$ cat src/rtl/pgm_pkg.sv
// Shared constants and encodings for the PGM packet-generation stage.
package pgm_pkg;

    localparam int RAM_AW = 7;
    localparam int RAM_DW = 144;
    localparam int PKT_DW = 134;

    typedef enum logic [1:0] {
        ST_IDLE = 2'd0,
        ST_WAIT = 2'd1,
        ST_READ = 2'd2,
        ST_GAP  = 2'd3
    } state_t;

    // Header flag codes carried in packet bits [133:132] of the template.
    localparam logic [1:0] HDR_HEAD = 2'b01;
    localparam logic [1:0] HDR_MID  = 2'b11;
    localparam logic [1:0] HDR_TAIL = 2'b10;

endpackage

$ cat src/rtl/pgm_sched.sv
// Replays a template packet from the PGM RAM N times with a programmable gap.
// Latency: start->first data_wr 3 cycles; RAM read->data_wr 1 cycle.
// Backpressure: in_pgm_alf is honoured only between packets; never stalls mid-packet.
module pgm_sched #(
    parameter int RAM_AW = pgm_pkg::RAM_AW,
    parameter int RAM_DW = pgm_pkg::RAM_DW,
    parameter int PKT_DW = pgm_pkg::PKT_DW
) (
    input  logic              clk,
    input  logic              rst_n,
    input  logic              cfg_start,
    input  logic              cfg_stop,
    input  logic [RAM_AW-1:0] cfg_pkt_words,
    input  logic [15:0]       cfg_repeat,
    input  logic [15:0]       cfg_gap,
    output logic              rd2ram_rd,
    output logic [RAM_AW-1:0] rd2ram_raddr,
    input  logic [RAM_DW-1:0] ram2rd_rdata,
    output logic [PKT_DW-1:0] out_pgm_data,
    output logic              out_pgm_data_wr,
    output logic              out_pgm_valid_wr,
    output logic              out_pgm_valid,
    input  logic              in_pgm_alf,
    output logic              pgm_sent_start_flag,
    output logic              pgm_sent_finish_flag,
    output logic              pgm_busy,
    output logic [15:0]       pgm_sent_cnt
);

    pgm_pkg::state_t state_q, state_d;

    logic [RAM_AW-1:0] addr_q;
    logic [RAM_AW-1:0] words_q;
    logic [RAM_AW-1:0] last_idx;
    logic [15:0]       rep_q;
    logic [15:0]       rep_left_q;
    logic [15:0]       gap_q;
    logic [15:0]       gap_cnt_q;
    logic [15:0]       sent_cnt_q;
    logic              stop_pend_q;
    logic              rd_q;
    logic              eop_q;
    logic              start_flag_q;
    logic              finish_flag_q;

    logic              start_ok;
    logic              last_word;
    logic              pkt_end;
    logic              reps_done;
    logic              stop_now;
    logic              unused_rdata_hi;

    // words==0 encodes 128: the 7-bit subtraction wraps to 127 for free.
    assign last_idx  = words_q - {{(RAM_AW-1){1'b0}}, 1'b1};
    assign last_word = (addr_q == last_idx);
    assign start_ok  = (state_q == pgm_pkg::ST_IDLE) && cfg_start;
    assign pkt_end   = (state_q == pgm_pkg::ST_READ) && last_word;
    assign reps_done = (rep_q != 16'd0) && (rep_left_q == 16'd1);
    assign stop_now  = stop_pend_q || cfg_stop;

    always_comb begin
        state_d = state_q;
        unique case (state_q)
            pgm_pkg::ST_IDLE: if (cfg_start) state_d = pgm_pkg::ST_WAIT;
            pgm_pkg::ST_WAIT: begin
                if (cfg_stop)         state_d = pgm_pkg::ST_IDLE;
                else if (!in_pgm_alf) state_d = pgm_pkg::ST_READ;
            end
            pgm_pkg::ST_READ: begin
                if (last_word) begin
                    if (reps_done || stop_now) state_d = pgm_pkg::ST_IDLE;
                    else if (gap_q != 16'd0)   state_d = pgm_pkg::ST_GAP;
                    else                       state_d = pgm_pkg::ST_WAIT;
                end
            end
            pgm_pkg::ST_GAP: begin
                if (cfg_stop)                   state_d = pgm_pkg::ST_IDLE;
                else if (gap_cnt_q == 16'd1)    state_d = pgm_pkg::ST_WAIT;
            end
            default: state_d = pgm_pkg::ST_IDLE;
        endcase
    end

    always_ff @(posedge clk or negedge rst_n) begin
        if (!rst_n) begin
            state_q       <= pgm_pkg::ST_IDLE;
            addr_q        <= '0;
            words_q       <= '0;
            rep_q         <= '0;
            rep_left_q    <= '0;
            gap_q         <= '0;
            gap_cnt_q     <= '0;
            sent_cnt_q    <= '0;
            stop_pend_q   <= 1'b0;
            rd_q          <= 1'b0;
            eop_q         <= 1'b0;
            start_flag_q  <= 1'b0;
            finish_flag_q <= 1'b0;
        end else begin
            state_q       <= state_d;
            rd_q          <= (state_q == pgm_pkg::ST_READ);
            eop_q         <= pkt_end;
            start_flag_q  <= start_ok;
            finish_flag_q <= (state_q != pgm_pkg::ST_IDLE) && (state_d == pgm_pkg::ST_IDLE);

            if (start_ok) begin
                words_q    <= cfg_pkt_words;
                rep_q      <= cfg_repeat;
                rep_left_q <= cfg_repeat;
                gap_q      <= cfg_gap;
                sent_cnt_q <= '0;
            end

            if (state_d == pgm_pkg::ST_IDLE)
                stop_pend_q <= 1'b0;
            else if ((state_q == pgm_pkg::ST_READ) && cfg_stop)
                stop_pend_q <= 1'b1;

            // Address sits at 0 outside READ so every packet starts from the template head.
            if (state_q == pgm_pkg::ST_READ) addr_q <= addr_q + 1'b1;
            else                             addr_q <= '0;

            if (pkt_end) begin
                sent_cnt_q <= sent_cnt_q + 16'd1;
                rep_left_q <= rep_left_q - 16'd1;
            end

            if (state_q == pgm_pkg::ST_GAP) gap_cnt_q <= gap_cnt_q - 16'd1;
            else                            gap_cnt_q <= gap_q;
        end
    end

    assign rd2ram_rd            = (state_q == pgm_pkg::ST_READ);
    assign rd2ram_raddr         = addr_q;
    assign out_pgm_data         = rd_q ? ram2rd_rdata[PKT_DW-1:0] : '0;
    assign out_pgm_data_wr      = rd_q;
    assign out_pgm_valid_wr     = eop_q;
    assign out_pgm_valid        = eop_q;
    assign pgm_sent_start_flag  = start_flag_q;
    assign pgm_sent_finish_flag = finish_flag_q;
    assign pgm_busy             = (state_q != pgm_pkg::ST_IDLE);
    assign pgm_sent_cnt         = sent_cnt_q;
    assign unused_rdata_hi      = ^ram2rd_rdata[RAM_DW-1:PKT_DW];

endmodule
$ cat config.mk
export PLATFORM = sky130hd
export DESIGN_NAME = pgm_sched
export DESIGN_NICKNAME = d
export VERILOG_FILES = /design/src/rtl/pgm_pkg.sv /design/src/rtl/pgm_sched.sv
export SDC_FILE = /design/constraint.sdc
export NUM_CORES = 1
export LEC_CHECK = 0
export CAP_MARGIN = 20
export CELL_PAD_IN_SITES_DETAIL_PLACEMENT = 1
export CELL_PAD_IN_SITES_GLOBAL_PLACEMENT = 1
export CORE_ASPECT_RATIO = 0.5
export CORE_MARGIN = 8
export CORE_UTILIZATION = 24
export CTS_BUF_LIST = sky130_fd_sc_hd__clkbuf_16
export DETAILED_ROUTE_END_ITERATION = 10
export HOLD_SLACK_MARGIN = 0.05
export MAX_ROUTING_LAYER = met4
export PLACE_DENSITY_LB_ADDON = 0.1
export SLEW_MARGIN = 10
export SYNTH_ARGS = -nofsm -noshare
export SYNTH_HDL_FRONTEND = slang
export SYNTH_SLANG_ARGS = --single-unit
$ cat constraint.sdc
create_clock -name clk -period 2.3 [get_ports clk]
set_input_delay 0.23 -clock clk [delete_from_list [all_inputs] [get_ports clk]]
set_output_delay 0.23 -clock clk [all_outputs]
set_load 0.02 [all_outputs]
# Word level (Yosys, flattened, before mapping)
# Cells that the tools add are included.
# W data, S select, Z words.
# word_totals
ff_bits	101
in_bits	188
out_inout_bits	164
elab_cells	56
# classes
add_sub_neg	5
eq_ne	6
mux	18
reduce_logical	14
# op_table
cell	n
$mux W134	1
$mux W16	5
$eq A16 B1 Y1 const B	2
$reduce_bool A16 Y1	2
$sub A16 B1 Y16 const B	2
$add A16 B1 Y16 const B	1
$mux W2	8
$pmux W2 S4	1
$add A7 B1 Y7 const B	1
$eq A7 B7 Y1	1
$mux W7	1
$sub A7 B1 Y7 const B	1
$reduce_bool A2 Y1	3
$logic_and A1 B1 Y1	5
$eq A2 B2 Y1 const B	2
$logic_not A2 Y1	2
$eq A2 B1 Y1 const B	1
$logic_or A1 B1 Y1	2
$mux W1	2

# Depth between registers and ports, before layout
# Gate-level depths: netlist of the first run.
# logic_depth
ltp_word	8
ltp_mapped	12
depth_no_buf	9

# Worst setup path before layout of the first run
# Ideal clock, no wire load.
# synth_path
kind	reg-to-reg
start	register words_q[0]
end	register sent_cnt_q[13] (netlist: pgm_sent_cnt[13])
setup_ns	0.136
t_arrival_ns	2.439
required_time_ns	2.164
slack_ns	-0.275
stages_incl_launch_ff	12
n_path_buf	3
period_less_slack_ns	2.575
cell_sequence	dfrtp_1 clkbuf_1 inv_1 ha_1 xnor2_1 nor4_2 o311ai_4 or2_1 buf_6 buf_6 o311ai_1 o41ai_1
# synth_between
elab_chain_cells	4
elab_cells_between_ends	5
classes_between	add/sub (1); eq/ne (1); mux (1); reduce/logical (2)
# synth_rtl
item	line	rtl
start: declaration	pgm_sched.sv:33	logic [RAM_AW-1:0] words_q;
start signal: assignment	pgm_sched.sv:107	words_q <= cfg_pkt_words;
$sub A7 B1 Y7 (*)	pgm_sched.sv:54	assign last_idx = words_q - {{(RAM_AW-1){1'b0}}, 1'b1};
$eq A7 B7 Y1 (*)	pgm_sched.sv:55	assign last_word = (addr_q == last_idx);
$logic_and A1 B1 Y1 (*)	pgm_sched.sv:57	assign pkt_end = (state_q == pgm_pkg::ST_READ) && last_word;
$mux W16 / $reduce_bool A2 Y1 (equally long branches)	n/a	
end signal: assignment	pgm_sched.sv:124	sent_cnt_q <= sent_cnt_q + 16'd1;
end: declaration	pgm_sched.sv:39	logic [15:0] sent_cnt_q;
# Mark *: on every way between the ends. The rest lies on a longest branch, timed or not.
# A chain may end at the register's enable or synchronous reset.

# Worst setup path in the final report of the first run
# layout_path
start	register words_q[4]
end	register rep_left_q[11]
# layout_between
elab_chain_cells	4
elab_cells_between_ends	5
classes_between	add/sub (1); eq/ne (1); mux (1); reduce/logical (2)
# layout_rtl
item	line	rtl
$sub A7 B1 Y7 (*)	pgm_sched.sv:54	
$eq A7 B7 Y1 (*)	pgm_sched.sv:55	
$logic_and A1 B1 Y1 (*)	pgm_sched.sv:57	
$mux W16 / $reduce_bool A2 Y1 (equally long branches)	n/a	
end signal: assignment	pgm_sched.sv:109	rep_left_q <= cfg_repeat;
end signal: assignment	pgm_sched.sv:125	rep_left_q <= rep_left_q - 16'd1;
end: declaration	pgm_sched.sv:36	logic [15:0] rep_left_q;
# Marked as above.

==> results of run 1 <==
## critical path, cell delays in order, from the launching register on
cell and delay, ns:
dfrtp_1 0.38, or3_4 0.39, or4_4 0.44, a21oi_4 0.17, o311ai_4 0.12, or2_4 0.28, buf_12 0.15, clkinv_8 0.07
buf_4 0.11, nand3_4 0.08, o311ai_1 0.28
## Yosys cell counts, types with 3 or more instances
cell      count  area [um^2]
clkbuf_1     24         90.1
nand4_1       7         43.8
o311ai_1     11         96.3
o31ai_1       3         22.5
a21oi_1      26          130
nor2b_1       5         31.3
and2_1      136          851
inv_1        15         56.3
nand2_1     141          529
dfrtp_1     101         2530
nor2_1       42          158
nand3_1      13         65.1
a31oi_1       4         25.0
mux2i_1       4         40.0
nor3_1        8         40.0
xnor2_1      17          149
buf_1         7         26.3
and3_1        7         43.8
buf_6         4         45.0
o211ai_1      6         45.0
o21ai_0       9         45.0
nor4_1       14         87.6
ha_1          7         87.6
xor2_1        7         61.3
or3_1         6         37.5
nor3b_1       5         37.5
a21o_1        8         60.1
o21ai_1      12         60.1
## flip-flops by register name, indices dropped and copies added, names as in the netlist, 2 cells and up
| signal | count |
|---|---|
| gap_q | 16 |
| rd2ram_raddr | 7 |
| rep_left_q | 16 |
| pgm_sent_cnt | 16 |
| rep_q | 16 |
| state_q | 2 |
| words_q | 7 |
| gap_cnt_q | 16 |
## worst min path at each step
stage | startpoint | cells past startpoint | slack, ns | end
2_1_floorplan | rst_n | 0 | -0.07 | gap_cnt_q[0]$_DFF_PN0_
3_3_place_gp | rst_n | 1 | 0.20 | rep_q[14]$_DFFE_PN0P_
3_5_place_dp | rst_n | 1 | 0.20 | rep_q[14]$_DFFE_PN0P_
4_1_cts | rst_n | 2 | 0.36 | rep_q[14]$_DFFE_PN0P_
5_1_grt | rst_n | 2 | 0.38 | rep_q[14]$_DFFE_PN0P_
6_report | rst_n | 2 | 0.36 | pgm_sent_start_flag$_DFF_PN0_
## power breakdown
| group | internal [uW] | switching (uW) |
|---|---|---|
| registers | 2450 | 599 |
| logic | 2630 | 3040 |
| clock network | 939 | 697 |
## logic make-up (layout without fill, tap and decap cells)
group	count (synthesis)	in the layout	synth area share (%)
other	0	1	0
adders and majority gates	7	7	1.51
AOI/OAI and AO/OA	96	96	11.1
and+or+nand+nor	398	398	35.3
DFF	101	101	43.6
buffers and inverters	54	440	4.10
muxes	4	4	0.691
xor gates and xnor gates	24	24	3.63
## routing by layer
layer | part of all wire, % | up-vias
met1 | 40 | 3170
met3 | 3.7 | 20
met5 | 0 | -
met2 | 55 | 133
met4 | 1.1 | 0
li1 | - | 3041
## placed cells by master, fill, tap and decap left out, drive strengths merged, types with 6 or more instances in the layout
master and count:
a21o 8, a21oi 27, and2 136, and3 7
buf 66, clkbuf 10, clkdlybuf4s50 340, dfrtp 101
ha 7, inv 17, nand2 141, nand3 13
nand4 7, nor2 42, nor3 9, nor4 15
o211ai 6, o21ai 22, o311ai 12, or3 7
xnor2 17, xor2 7
## area by class of cell
cell class | count | area, um^2 | share of cell area [%]
clock buffers | 9 | 225 | 2.11
multi-input cells | 529 | 3280 | 30.8
flip-flops and latches | 101 | 2530 | 23.7
repair buffers | 408 | 4080 | 38.3
clock inverters | 6 | 80.1 | 0.750
diodes | 1 | 2.50 | 0.0234
well taps | 315 | 394 | 3.69
inverters | 17 | 76.3 | 0.715
## what timing repair did
action | CTS | global route
gates resized for setup | 36 | 38
endpoints found under the hold margin | 29 | 0
cloned | 2 | 1
pin swaps | 8 | 12
hold buffers | 1 | 0
endpoints found under the setup margin | 45 | 37
buffers inserted | 6 | 12
## per-stage QoR
stage,setup TNS (ns),total power (uW),hold slack (ns),std cells
2_1_floorplan,-2.39,5750,-0.0656,684
3_3_place_gp,-4.58,8320,0.203,1353
3_5_place_dp,-6.86,8470,0.203,1353
4_1_cts,-6.33,10300,0.357,1377
5_1_grt,-9.26,11000,0.384,1386
6_report,-6.11,10400,0.359,1386
==> qor.csv, run 1 <==
metric,value,unit
Least-Margin Pin Slew,0.533,ns
synth-to-layout area growth,84.2,%
CP Launch Type,register,
total number of vias,6364,
ys flop type,dfrtp_1,
# Max-Cap Violations,0,
FMAX,388,MHz
Leakage,0.00451,uW
Hold/Removal Path Class,input port to asynchronous set/reset pin,
Vias/cell,4.59,
die height,126,um
"Cell Area, Synth",5800,um^2
drt total wl,30500,um
first-pass GRT wire length,44700,um
yosys warns,0,
Worst VDD drop,446,uV
Core Area,23900,um^2
largest net degree at the start of global routing,73,
drt initial violations,255,
remaining antenna violation count,0,
Root Driver,clkbuf_16,
met1 usage,22.1,%
DR pass1 iterations,4,
clk slew on worst S/H paths,0.07,ns
Critical Path RT,2.55,ns
Reg2Reg Capture Point,rep_left_q[11]$_DFFE_PN0P_,
Port-buffer cells,341,
worst skew pair latency,0.36,ns
initial antenna violation count,1,
CTS tree,yes,
worst setup path end,rep_left_q[11]$_DFFE_PN0P_,
layout cell share with drive strength beyond 1,12.1,%
CP Capture Type,register,
Slew Limit Fails,0,
aggregate global-route resource usage,20.3,%
pre-CTS setup slack,-0.347,ns
status,finished with violations,
power per cell area,970,nW/um^2
Tmin final,2.58,ns
vias in the first global route,6702,
ys async rst share,100,%
filler instances,2757,
Relative slew margins,64.2,%
CP arrival,2.83,ns
WL/cell,22.0,um
Final Cell Area,10700,um^2
fin worst setup slack,-0.279,ns
htree depth,3,
RSZ-0062 raised after global routing,yes,
TritonCTS buffer count,9,
sequential fraction of the synthesis area,43.6,%
hpwl dp,25300,um
grt met2 use,38.6,%
synthesized flop and latch total,101,
reg2reg setup slack,-0.28,ns
Synthesized Nets,879,
global routing usage on met3,3.83,%
Yosys cell types,55,
Final Skew,0.0119,ns
Area after DPL,9860,um^2
reg-to-reg startpoint,words_q[4]$_DFFE_PN0P_,
Crit Path Max Fanout,8,
"Hold Violations, Final",0,
"EDFF count, synth",0,
nets,1261,
initial core utilization,24.3,%
Reg2Reg Depth,10,
period utilisation layout,112,%
Clock Tree Buf Depth,2,
Crit Path Category,register to register,
Syn Area/Cell,8.47,um^2
final count of negative-setup-slack endpoints,34,
failing checks,negative setup slack,
Worst setup startpoint,words_q[4]$_DFFE_PN0P_,
Die Width,236,um
Die Area,29700,um^2
Post-route DRC,0,
Boundary Pins,352,
gr ovfl total,0,
gr busiest metal,met2,
post-synthesis cell count,684,
FP Rows,40,
Clock Sinks,101,
RD Place Congestion,0.891,
fin util,44.7,%
Power figures use the tool's default switching activity.
==> run 2, diff against run 1 <==
--- a/config.mk
+++ b/config.mk
@@ -12,7 +12,9 @@
 export CORE_MARGIN = 8
 export CORE_UTILIZATION = 24
 export CTS_BUF_LIST = sky130_fd_sc_hd__clkbuf_16
+export CTS_CLUSTER_DIAMETER = 60
 export DETAILED_ROUTE_END_ITERATION = 10
+export GPL_ROUTABILITY_DRIVEN = 0
 export HOLD_SLACK_MARGIN = 0.05
 export MAX_ROUTING_LAYER = met4
 export PLACE_DENSITY_LB_ADDON = 0.1
==> results of run 2 <==
Final layout, timing and power as in run 1 (identical DEF).
==> run 3, diff against run 2 <==
--- a/config.mk
+++ b/config.mk
@@ -5,12 +5,13 @@
 export SDC_FILE = /design/constraint.sdc
 export NUM_CORES = 1
 export LEC_CHECK = 0
+export ABC_AREA = 1
 export CAP_MARGIN = 20
 export CELL_PAD_IN_SITES_DETAIL_PLACEMENT = 1
 export CELL_PAD_IN_SITES_GLOBAL_PLACEMENT = 1
 export CORE_ASPECT_RATIO = 0.5
 export CORE_MARGIN = 8
-export CORE_UTILIZATION = 24
+export CORE_UTILIZATION = 23
 export CTS_BUF_LIST = sky130_fd_sc_hd__clkbuf_16
 export CTS_CLUSTER_DIAMETER = 60
 export DETAILED_ROUTE_END_ITERATION = 10
==> run 3 against run 2 <==
The run now ends clean; via count is 8.2% higher; sequential power hardly changed; sequential share of layout area is 0.80 points higher; critical endpoint is now out_pgm_data[69].
==> qor.csv, run 3 <==
metric,value,unit,change
status,"finished, final reports clean",,
Final Cell Area,10300,um^2,-3.2%
fin util,39.2,%,-5.5 points
Hold/Removal Path Class,input port to asynchronous set/reset pin,,
clk slew on worst S/H paths,0.07,ns,about the same
Root Driver,clkbuf_16,,
Seq pwr share,30.7,%,+1.3 points
Final Skew,0.00575,ns,-0.00619 ns
diode count,0,,-1
power per cell area,955,nW/um^2,-1.5%
# Max-Cap Violations,0,,unchanged
post-synthesis xor/xnor area fraction,3.97,%,+0.35 points
"commonest non-fill, non-tap cell in the layout",nand2_1,,
Tmin final,2.20,ns,-0.375 ns
Leakage,0.00550,uW,+22%
period utilisation layout,95.8,%,-16 points
adder-cell share of the synthesized area,1.42,%,-0.092 points
Port-buffer cells,341,,unchanged
Syn Area/Cell,6.65,um^2,-22%
Post-synth top cells,"nand2_1, inv_1, dfrtp_1",,
initial antenna violation count,0,,-1
die height,132,um,+4.7%
sw power,4400,uW,+1.5%
Least-Margin Pin Slew,0.599,ns,+0.0654 ns
Synth Area in Compound Gates,6.87,%,-4.3 points
drt total wl,29100,um,-4.6%
Boundary Pins,352,,unchanged
RSZ-0062 raised after global routing,no,,
ys flop type,dfrtp_1,,
remaining antenna violation count,0,,unchanged
CP arrival,1.97,ns,-0.86 ns
WL/cell,18.0,um,-18%
"EDFF count, synth",0,,unchanged
layout cell share with drive strength beyond 1,3.55,%,-8.6 points
Core Area,26400,um^2,+11%
Slew Limit Fails,0,,unchanged
Vias/cell,4.25,,-7.4%
Pint,5470,uW,-9.1%
most frequent cells in the layout,"nand2_1, clkdlybuf4s50_1, inv_1, dfrtp_1, nor2_1",,
Crit Path Category,register to primary output,,
Relative slew margins,60.1,%,-4.1 points
Sw Ratio,44.6,%,+2.7 points
Clock Sinks,101,,unchanged
setup TNS,0,ns,+6.11 ns
CP Launch Type,register,,
Worst VDD drop,390,uV,-13%
Area after DPL,10100,um^2,+2.0%
part of the power in the clock network,13.8,%,-2.0 points
first-pass GRT wire length,44300,um,-0.79%
Comb pwr share,55.5,%,+0.7 points
main combinational cell family by area after synthesis,simple AND/OR/NAND/NOR gates,,
DR pass1 iterations,4,,unchanged
Yosys cell types,40,,-27%
initial core utilization,23.4,%,-0.88 points
CP Capture Type,primary output,,
Synth top area share,41.0,%,-2.7 points
"Hold Violations, Final",0,,unchanged
sequential fraction of the synthesis area,41.0,%,-2.7 points
Synthesized Nets,1123,,+28%
TritonCTS buffer count,9,,unchanged
final count of negative-setup-slack endpoints,0,,-100%
yosys warns,0,,unchanged
"Buf+Inv Stages, Crit Path",3,,unchanged
nets,1460,,+16%
CTS tree,yes,,
FMAX,454,MHz,+17%
Die Width,248,um,+5.0%
worst skew pair latency,0.35,ns,about the same
FP Rows,42,,+5.0%
Die Area,32600,um^2,+10%
Crit-path slowest cell,clkdlybuf4s50_1,,
ys async rst share,100,%,unchanged
simple-gate share of the synthesized area,32.5,%,-2.8 points
htree depth,3,,unchanged
total number of vias,6889,,+8.2%
critical path's largest stage delay,0.72,ns,+0.28 ns
synth-to-layout area growth,67.5,%,
hold slack,0.416,ns,+0.0571 ns
hpwl dp,24600,um,-2.5%
synthesized flop and latch total,101,,unchanged
vias in the first global route,7324,,+9.3%
mux cell area share after synthesis,0,%,-0.69 points
Crit Path Max Fanout,35,,+27
"Cell Area, Synth",6170,um^2,+6.5%
aggregate global-route resource usage,17.8,%,-2.4 points
most common cell in the netlist,nand2_1,,
Clock Tree Buf Depth,2,,unchanged
worst-path cell chain,buf_12 -> nand2_1 -> inv_1 -> clkdlybuf4s50_1,,
gr ovfl total,0,,unchanged
pre-CTS setup slack,0.141,ns,+0.488 ns
largest net degree at the start of global routing,53,,-27%
dominant cells by area after synthesis,"dfrtp_1, nand2_1, inv_1",,
post-synthesis cell count,928,,+36%
Critical Path RT,2.07,ns,-0.48 ns
fin worst setup slack,0.0957,ns,+0.375 ns
drt initial violations,237,,-7.1%
Post-route DRC,0,,unchanged
dominant cell type by area after synthesis,dfrtp_1,,
cell family with most CP delay,buffers and inverters,,
-- run 3: cell types whose count changed in the layout (fill, tap and decap cells not counted), moves of 16 or more --
cell,before,now
and2_1,136,0
buf_4,43,10
buf_6,16,0
inv_1,15,191
nand2_1,140,347
nand3_1,10,43
nor2_1,42,69
o21ai_0,8,43
-- run 3: through the flow --
stage | total power, uW | cells
2_1_floorplan | 6060 | 928
4_1_cts | 10100 | 1621
5_1_grt | 10700 | 1621
6_report | 9870 | 1621
3_5_place_dp | 8650 | 1605
3_3_place_gp | 8510 | 1605
-- run 3: routing by layer --
layer / track usage (%) / vias to the layer above / routed length (um)
li1: - / 3426 / -
met1: 18.9 / 3307 / 11500
met2: 32.8 / 134 / 15200
met3: 5.10 / 22 / 1990
met4: 3.57 / 0 / 381
met5: - / - / 0
-- run 3: final cells by class --
cell class / count / area [um^2]
multi-input combinational: 604 / 2770
clock inverter: 6 / 25.0
fill: 3260 / 16000
timing repair buffer: 357 / 3630
tap: 352 / 440
clock buffer: 9 / 225
inverter: 192 / 722
sequential: 101 / 2530
-- run 3: kinds of logic (layout without fill, tap and decap cells) --
logic type | count (synthesis) | after routing
simple gates | 493 | 493
buf+inv | 223 | 564
flops | 101 | 101
compound gates | 76 | 76
xor+xnor | 28 | 28
fa+ha+maj | 7 | 7
-- run 3: final timing paths --
check | start | to | slack (ns) | depth (start not counted)
hold reg to reg | rep_q[5]$_DFFE_PN0P_ | rep_q[5]$_DFFE_PN0P_ | 0.49 | 2
hold / removal | rst_n | out_pgm_valid$_DFF_PN0_ | 0.42 | 2
setup / recovery | out_pgm_data_wr$_DFF_PN0_ | out_pgm_data[69] | 0.1 | 4
setup reg to reg | words_q[0]$_DFFE_PN0P_ | rep_left_q[15]$_DFFE_PN0P_ | 0.22 | 12
min in group clk | cfg_gap[7] | gap_q[7]$_DFFE_PN0P_ | 0.42 | 3
max in group asynchronous | rst_n | out_pgm_data_wr$_DFF_PN0_ | 1.20 | 3
-- run 3: worst register-to-register path, cell delays in order, from the launching register on --
cell	delay, ns
dfrtp_1	0.41
inv_1	0.12
ha_2	0.29
xnor2_1	0.12
nor2_1	0.11
nand3_2	0.10
nor2_4	0.16
nand2_4	0.13
clkinv_2	0.16
buf_4	0.17
nand3_1	0.08
o21ai_1	0.08
inv_1	0.05
-- run 3: what timing repair did --
item,4_1_cts,5_1_grt
endpoints found under the hold margin,41,0
gates resized for setup,0,8
hold buffers,1,0
setup endpoints to repair,0,12
buffers inserted,0,0
-- run 3: power by group through the flow --
stage | clock, uW | sequential [uW] | combinational, uW
floorplan | 0 | 2900 | 3160
detailed placement | 0 | 3070 | 5580
finish | 1360 | 3030 | 5480
global route | 1480 | 3150 | 6100
global placement | 0 | 3040 | 5480
CTS | 1420 | 3050 | 5610
